$ cat config.mk
export PLATFORM = sky130hd
export DESIGN_NAME = input_adapter_high_perf_flat
export DESIGN_NICKNAME = d
export VERILOG_FILES = /design/src/rtl/input_adapter_high_perf_if.sv /design/src/rtl/input_adapter_high_perf.sv /design/src/flat_wrapper.sv
export SDC_FILE = /design/constraint.sdc
export NUM_CORES = 1
export LEC_CHECK = 0
export BUFFER_PORTS_ARGS = -buffer_cell sky130_fd_sc_hd__buf_2
export CAP_MARGIN = 10
export CORE_ASPECT_RATIO = 1.25
export CORE_MARGIN = 5
export CORE_UTILIZATION = 60
export CTS_BUF_LIST = sky130_fd_sc_hd__clkbuf_4 sky130_fd_sc_hd__clkbuf_8
export DETAILED_ROUTE_END_ITERATION = 8
export HOLD_SLACK_MARGIN = 0.1
export PLACE_DENSITY = 0.89
export REMOVE_ABC_BUFFERS = 1
export SYNTH_ARGS = -nofsm -noshare
export SYNTH_HDL_FRONTEND = slang
export SYNTH_SLANG_ARGS = --single-unit
$ cat constraint.sdc
create_clock -name clk -period 11 [get_ports clk]
set_input_delay 1.65 -clock clk [delete_from_list [all_inputs] [get_ports clk]]
set_output_delay 1.65 -clock clk [all_outputs]
set_load 0.02 [all_outputs]
$ cat src/rtl/input_adapter_high_perf_if.sv
// Host-side and core-side word streams of the input adapter.
// master = host/core environment, slave = the adapter itself.
interface input_adapter_high_perf_if;
  logic        valid_i;
  logic        ready_i;
  logic [63:0] data_i;
  logic        valid_o;
  logic        ready_o;
  logic [63:0] data_o;
  logic        last_o;

  modport master (output valid_i, data_i, ready_o,
                  input  ready_i, valid_o, data_o, last_o);
  modport slave  (input  valid_i, data_i, ready_o,
                  output ready_i, valid_o, data_o, last_o);
endinterface

$ cat src/rtl/input_adapter_high_perf.sv
// Frames one Dilithium operation's host words toward the core through a
// 2-entry skid buffer, tags the final word and blocks input until next start.
module input_adapter_high_perf (
  input  logic       clk,
  input  logic       rst,
  input  logic       start,
  input  logic [1:0] mode,
  input  logic [2:0] sec_lvl,
  input_adapter_high_perf_if.slave bus,
  output logic       busy,
  output logic       done,
  output logic       err
);
  typedef enum logic [1:0] {S_IDLE, S_HDR, S_BODY, S_DRAIN} state_t;

  state_t        r_state, w_next;
  logic [1:0]    r_mode;
  logic [2:0]    r_lvl;
  logic [32:0]   r_rem, w_hdr_rem;
  logic [1:0][64:0] r_mem;   // {last, data}
  logic          r_rd, r_wr;
  logic [1:0]    r_cnt;
  logic          r_done, r_err, w_done_nxt, w_err_nxt;
  logic          w_legal, w_push, w_pop, w_ready, w_last;

  function automatic logic [32:0] f_sk(input logic [2:0] l);
    case (l)
      3'd2:    f_sk = 33'd318;
      3'd3:    f_sk = 33'd502;
      default: f_sk = 33'd610;
    endcase
  endfunction

  function automatic logic [32:0] f_pk(input logic [2:0] l);
    case (l)
      3'd2:    f_pk = 33'd164;
      3'd3:    f_pk = 33'd244;
      default: f_pk = 33'd324;
    endcase
  endfunction

  function automatic logic [32:0] f_sig(input logic [2:0] l);
    case (l)
      3'd2:    f_sig = 33'd303;
      3'd3:    f_sig = 33'd412;
      default: f_sig = 33'd575;
    endcase
  endfunction

  assign w_legal = (mode != 2'd3) &&
                   (sec_lvl == 3'd2 || sec_lvl == 3'd3 || sec_lvl == 3'd5);
  assign w_pop   = (r_cnt != 2'd0) && bus.ready_o;
  // ready_i depends on state, fill level and the core's ready, never on valid_i
  assign w_ready = (r_state == S_HDR || r_state == S_BODY) &&
                   ((r_cnt != 2'd2) || w_pop);
  assign w_push  = bus.valid_i && w_ready;
  assign w_last  = (r_state == S_BODY) && (r_rem == 33'd1);
  assign w_hdr_rem = (r_mode == 2'd1) ?
                     f_sk(r_lvl) + {1'b0, bus.data_i[31:0]} :
                     f_pk(r_lvl) + f_sig(r_lvl) + {1'b0, bus.data_i[31:0]};

  assign bus.ready_i = w_ready;
  assign bus.valid_o = (r_cnt != 2'd0);
  assign bus.data_o  = r_mem[r_rd][63:0];
  assign bus.last_o  = (r_cnt != 2'd0) && r_mem[r_rd][64];
  assign busy        = (r_state != S_IDLE);
  assign done        = r_done;
  assign err         = r_err;

  always_ff @(posedge clk or posedge rst) begin
    if (rst) begin
      r_state <= S_IDLE;
      r_done  <= 1'b0;
      r_err   <= 1'b0;
    end else begin
      r_state <= w_next;
      r_done  <= w_done_nxt;
      r_err   <= w_err_nxt;
    end
  end

  always_comb begin
    w_next     = r_state;
    w_done_nxt = 1'b0;
    w_err_nxt  = 1'b0;
    case (r_state)
      S_IDLE:
        if (start) begin
          if (!w_legal)           w_err_nxt = 1'b1;
          else if (mode == 2'd0)  w_next = S_BODY;
          else                    w_next = S_HDR;
        end
      S_HDR:  if (w_push) w_next = S_BODY;
      S_BODY: if (w_push && w_last) w_next = S_DRAIN;
      S_DRAIN:
        // leave as the last word is popped so done and busy-low coincide
        if (r_cnt == 2'd0 || (r_cnt == 2'd1 && w_pop)) begin
          w_next     = S_IDLE;
          w_done_nxt = 1'b1;
        end
      default: w_next = S_IDLE;
    endcase
  end

  always_ff @(posedge clk or posedge rst) begin
    if (rst) begin
      r_rem  <= '0;
      r_mode <= '0;
      r_lvl  <= '0;
    end else if (r_state == S_IDLE && start && w_legal) begin
      r_mode <= mode;
      r_lvl  <= sec_lvl;
      r_rem  <= (mode == 2'd0) ? 33'd4 : 33'd0;
    end else if (w_push) begin
      r_rem  <= (r_state == S_HDR) ? w_hdr_rem : r_rem - 33'd1;
    end
  end

  always_ff @(posedge clk or posedge rst) begin
    if (rst) begin
      r_mem <= '0;
      r_rd  <= 1'b0;
      r_wr  <= 1'b0;
      r_cnt <= 2'd0;
    end else begin
      if (w_push) begin
        r_mem[r_wr] <= {w_last, bus.data_i};
        r_wr        <= ~r_wr;
      end
      if (w_pop) r_rd <= ~r_rd;
      case ({w_push, w_pop})
        2'b10:   r_cnt <= r_cnt + 2'd1;
        2'b01:   r_cnt <= r_cnt - 2'd1;
        default: r_cnt <= r_cnt;
      endcase
    end
  end
endmodule

$ cat src/flat_wrapper.sv
// flat-port wrapper written by rule: the top's interface ports become plain ports
module input_adapter_high_perf_flat 
  (clk, rst, start, mode, sec_lvl, busy, done, err, bus_valid_i, bus_data_i, bus_ready_o, bus_ready_i, bus_valid_o, bus_data_o, bus_last_o);
  input_adapter_high_perf_if bus_i ();
  input  logic clk;
  input  logic rst;
  input  logic start;
  input  logic [1:0] mode;
  input  logic [2:0] sec_lvl;
  output logic busy;
  output logic done;
  output logic err;
  input wire logic [$bits(bus_i.valid_i)-1:0] bus_valid_i;
  input wire logic [$bits(bus_i.data_i)-1:0] bus_data_i;
  input wire logic [$bits(bus_i.ready_o)-1:0] bus_ready_o;
  output wire logic [$bits(bus_i.ready_i)-1:0] bus_ready_i;
  output wire logic [$bits(bus_i.valid_o)-1:0] bus_valid_o;
  output wire logic [$bits(bus_i.data_o)-1:0] bus_data_o;
  output wire logic [$bits(bus_i.last_o)-1:0] bus_last_o;
  assign bus_i.valid_i = bus_valid_i;
  assign bus_i.data_i = bus_data_i;
  assign bus_i.ready_o = bus_ready_o;
  assign bus_ready_i = bus_i.ready_i;
  assign bus_valid_o = bus_i.valid_o;
  assign bus_data_o = bus_i.data_o;
  assign bus_last_o = bus_i.last_o;
  input_adapter_high_perf u_core (.clk(clk), .rst(rst), .start(start), .mode(mode), .sec_lvl(sec_lvl), .bus(bus_i), .busy(busy), .done(done), .err(err));
endmodule
# Word level (Yosys, flattened, before mapping)
# Index checks and enable logic that the tools add are counted.
# totals
register_bits	176
inputBits	74
out_inout_bits	70
word_cells	92
# op_classes
n_addsub	6
magnitude_cmp	3
n_eq_ne	20
n_mux	26
bitwise_logic	2
reduce_logical	24
# ops
cell	count
65-bit 2-to-1 mux	3
33-bit 2-to-1 mux	4
130-bit bitwise mux	1
65-bit demux with 1-bit select	1
10-bit one-hot mux with 2 select lines	2
10-bit by 32-bit adder with 33-bit output	1
33-bit by 32-bit adder with 33-bit output	1
33-bit by 1-bit == test with 1-bit output (second input constant)	1
33-bit by 1-bit subtractor with 33-bit output (second input constant)	1
9-bit one-hot mux with 2 select lines	1
3-bit by 2-bit == test with 1-bit output (second input constant)	4
2-bit 2-to-1 mux	6
9-bit by 10-bit adder with 11-bit output	1
1-bit logical AND	11
2-bit by 1-bit == test with 1-bit output (second input constant)	4
2-bit != test (second input constant)	4
2-bit one-hot mux with 4 select lines	1
2-bit nonzero test	4
2-bit == test (second input constant)	3
2-bit logical NOT	3
2-bit by 1-bit != test with 1-bit output (second input constant)	3
1-bit logical OR	5
1-bit 2-to-1 mux	5
5-bit AND reduction	1
other kinds (8)	10

# Logic depth before layout (Yosys ltp)
# depth
ltp_word	8
mapped_depth	13

# Worst setup path after synthesis
# No wires, ideal clock.
# synth_path
path_kind	input -> output
start	input bus_ready_o
end	output bus_ready_i
arrival_ps	2405
t_required_ps	9350
slack_ps	6945
stages	3
path_cell_list	nand2b_1 -> clkbuf_1 -> a21boi_0
# synth_via
elab_chain_len	3
# synth_lines
item	line_no	text
start: declaration	flat_wrapper.sv:15	input wire logic [$bits(bus_i.ready_o)-1:0] bus_ready_o;
1-bit logical AND	input_adapter_high_perf.sv:52	assign w_pop = (r_cnt != 2'd0) && bus.ready_o;
1-bit logical OR	input_adapter_high_perf.sv:55	((r_cnt != 2'd2) || w_pop);
1-bit logical AND	input_adapter_high_perf.sv:54	assign w_ready = (r_state == S_HDR || r_state == S_BODY) &&
end: declaration	flat_wrapper.sv:16	output wire logic [$bits(bus_i.ready_i)-1:0] bus_ready_i;
# Every way passes these cells.

# Worst setup path after layout
# Same ends and word-level chain as after synthesis.

==> flow_summary.toml <==
[run_status]
status = "finished clean"

[synthesis]
synth_edf_count = 0
seq_area_frac_synth = 0.4501
synthTopCellsByArea = "dfrtp_1 (45%), mux2_2 (15%), nand2_1 (9.9%)"
synth_mux_area_frac = 0.1587
yosysTopAreaCell = "dfrtp_1"
netlist_instances = 1030
synth_compound_area_frac = 0.1068
synthDistinctLibCells = 67
synth_warnings = 0
synth_common_cells = "nand2_1 (259), dfrtp_1 (176), mux2_2 (129)"
synth_xor_area_frac = 0.01969
yosys.area_share.simple = 0.2038
ys_ff_latch = 176
syn_area_per_cell_um2 = 9.501
synthAdderAreaFrac = 0.03018
yosysTopAreaCellShare = 0.4501
synth_most_common_cell = "nand2_1"
synth_top_family_by_area = "simple AND/OR/NAND/NOR gates"
async_flop_share = 1.000
syn_area_um2 = 9786
dominantRegCellSynth = "dfrtp_1"

[setup_path]
timing.rr.end = "u_core.r_rem[25]$_DFFE_PP0P_"
path_cells = "buf_2 > nand2b_1 > a21boi_0 > buf_2"
crit_family = "buffers and inverters"
required_ps = 9350
r2r_cells = 10
rrSetupSlack_ps = 7540
r2r-start = "u_core.r_lvl[2]$_DFFE_PP0P_"
cp.arrival_ps = 2290
max_stage_delay_ps = 200
slowest_stage = "a21boi_0"
worst-path-stages = 4
end_kind = "output pin"
path_buf_inv = 2
path_class = "primary input to output pin"
crit_fanout = 5
path_common_cell = "buf_2"
start_kind = "primary input"

[final_layout]
fin_nets = 1244
final_cell_area_um2 = 11050
utilization = 0.6848
n_antenna_cell = 0
instances_no_fill = 1375
drive_gt1_frac = 0.2925
fill_cells = 1303
syn_to_final_growth_pct = 12.91

[sta]
rsz0062_at_grt = "false"
setup_violations = 0
post-route-min-period_ps = 3942
fin_setup_tns_ps = 0
finClkSkew_ps = 10.53
finalHoldViolCount = 0
max_freq_mhz = 253.7
relSlewSlack = 0.3155
fin_crit_sh = 0.3584
worstMarginPinSlew_ps = 1027
slew_violations = 0

[cts]
clkTransAtPathRegs_ps = 90
cts_buffer_depth = 2
holdBufCountCts = 0
htreeDepth = 4
clk_latency_ps = 460
cts.sinks = 176
cts_tree = "done"
cts_made_buffers = 17
cts-root-buf = "clkbuf_8"
post_cts_resized = 0
postCtsSetupBuffers = 0

[global_route]
grt_usage = 0.2595
grt_pass1_wl_mm = 41.26
overflow = 0
grt_max_degree = 101
first_global_vias = 8393
antenna_found_initial = 1

[power_and_ir_drop]
ir_drop_v = 0.0001829
power_mw = 3.462
power.leakage_nw = 5.192
power.density_nw_per_um2 = 313.3

[placement]
dp_hpwl_mm = 16.79
dp.cells = 1344
gp_congestion = 0.9165
place_area_um2 = 10650
port-buffer-count = 143

[job]
drv_cap = 0

[die]
die_area_um2 = 18980
initial_core_util = 0.6065
die_h_um = 152.8
die_w_um = 124.2
coreArea_um2 = 16140
io_pins = 144
row_count = 52

[detailed_routing]
drt_iter0_markers = 663
avgRoutedWirePerCell_um = 18.06
viasPerCell = 6.022
firstDrtPassIters = 5
routed-via-count = 8280
totalWireLength_mm = 24.83
drc_errors = 0
postRouteAntennaNets = 0

[worst_hold_path]
holdPathEnd = "u_core.r_mem[93]$_DFFE_PP0P_"
hold_start = "u_core.r_mem[93]$_DFFE_PP0P_"
holdCritPathClass = "flip-flop to flip-flop"
whs_path_depth = 2
[report_power, final]
part	internal, mW	switching, mW
Combinational	0.763	1.10
Clock	0.227	0.233
Sequential	0.944	0.193
[flip-flops by register name, indices dropped and copies added, names as in the netlist]
register / flops
u_core.r_cnt: 2
u_core.r_rem: 33
u_core.r_mode: 2
u_core.r_mem: 130
u_core.r_wr: 1
u_core.err: 1
u_core.r_state: 2
u_core.r_rd: 1
u_core.r_lvl: 3
u_core.done: 1
[routing by layer]
| metal | global-route usage | wire [µm] |
|---|---|---|
| met5 | 0 | 7 |
| met4 | 0.09399 | 650 |
| met3 | 0.06276 | 1999 |
| met2 | 0.4436 | 12450 |
| met1 | 0.3208 | 9722 |
[worst max-delay path by stage]
stage          slack (ps)                           end      startpoint
2_1_floorplan        4580         u_core.done$_DFF_PP0_             rst
3_3_place_gp         7070                   bus_ready_i     bus_ready_o
3_5_place_dp         7040  u_core.r_rem[31]$_DFFE_PP0P_  bus_data_i[11]
4_1_cts              7060                   bus_ready_i     bus_ready_o
5_1_grt              7000                   bus_ready_i     bus_ready_o
6_report             7060                   bus_ready_i     bus_ready_o
[placed cells by master (no fill, tap or decap), types with 16 or more instances in the layout]
cell | synthesis | layout
xnor2_1 | 18 | 18
mux2_2 | 129 | 129
clkbuf_8 | 0 | 20
inv_1 | 22 | 21
nor3_1 | 16 | 16
o21ai_0 | 57 | 57
nor2_1 | 41 | 40
ha_1 | 22 | 21
nand3_1 | 26 | 26
a21oi_1 | 33 | 33
nand2_1 | 259 | 258
dfrtp_1 | 176 | 175
buf_2 | 7 | 143
[logic make-up after synthesis]
| kind of cell | Yosys count |
|---|---|
| adder cells (fa/ha/maj) | 23 |
| AND/OR/NAND/NOR | 429 |
| other | 1 |
| XOR/XNOR | 22 |
| buffers and inverters | 77 |
| multiplexers | 139 |
| flip-flops | 176 |
| AO/OA/AOI/OAI | 163 |
[worst register-to-register path: stages, from the launching register on]
cell and delay, ps:
dfrtp_1 390, nor2b_1 450, a21oi_1 190, or2_2 320, ha_1 400, nand3_1 180
nor3b_1 460, nor2_1 260, o22ai_1 350, mux2i_1 220, o21ai_0 90
[final cells by class]
| class | count | area (µm²) | area share |
|---|---|---|---|
| multi-input combinational | 777 | 5095 | 0.4611 |
| sequential | 176 | 4405 | 0.3987 |
| timing repair buffer | 152 | 783.3 | 0.07089 |
| clock buffer | 23 | 297.8 | 0.02695 |
| tap | 216 | 270.3 | 0.02446 |
| clock inverter | 8 | 106.4 | 0.009625 |
| inverter | 23 | 91.34 | 0.008266 |
[stage by stage]
stage          hold slack, ps  setup slack, ps
6_report                474.6             7058
2_1_floorplan           436.9             4576
5_1_grt                 501.2             7002
3_5_place_dp            456.2             7041
3_3_place_gp            450.4             7066
4_1_cts                 477.6             7058
Power figures use the tool's default switching activity.
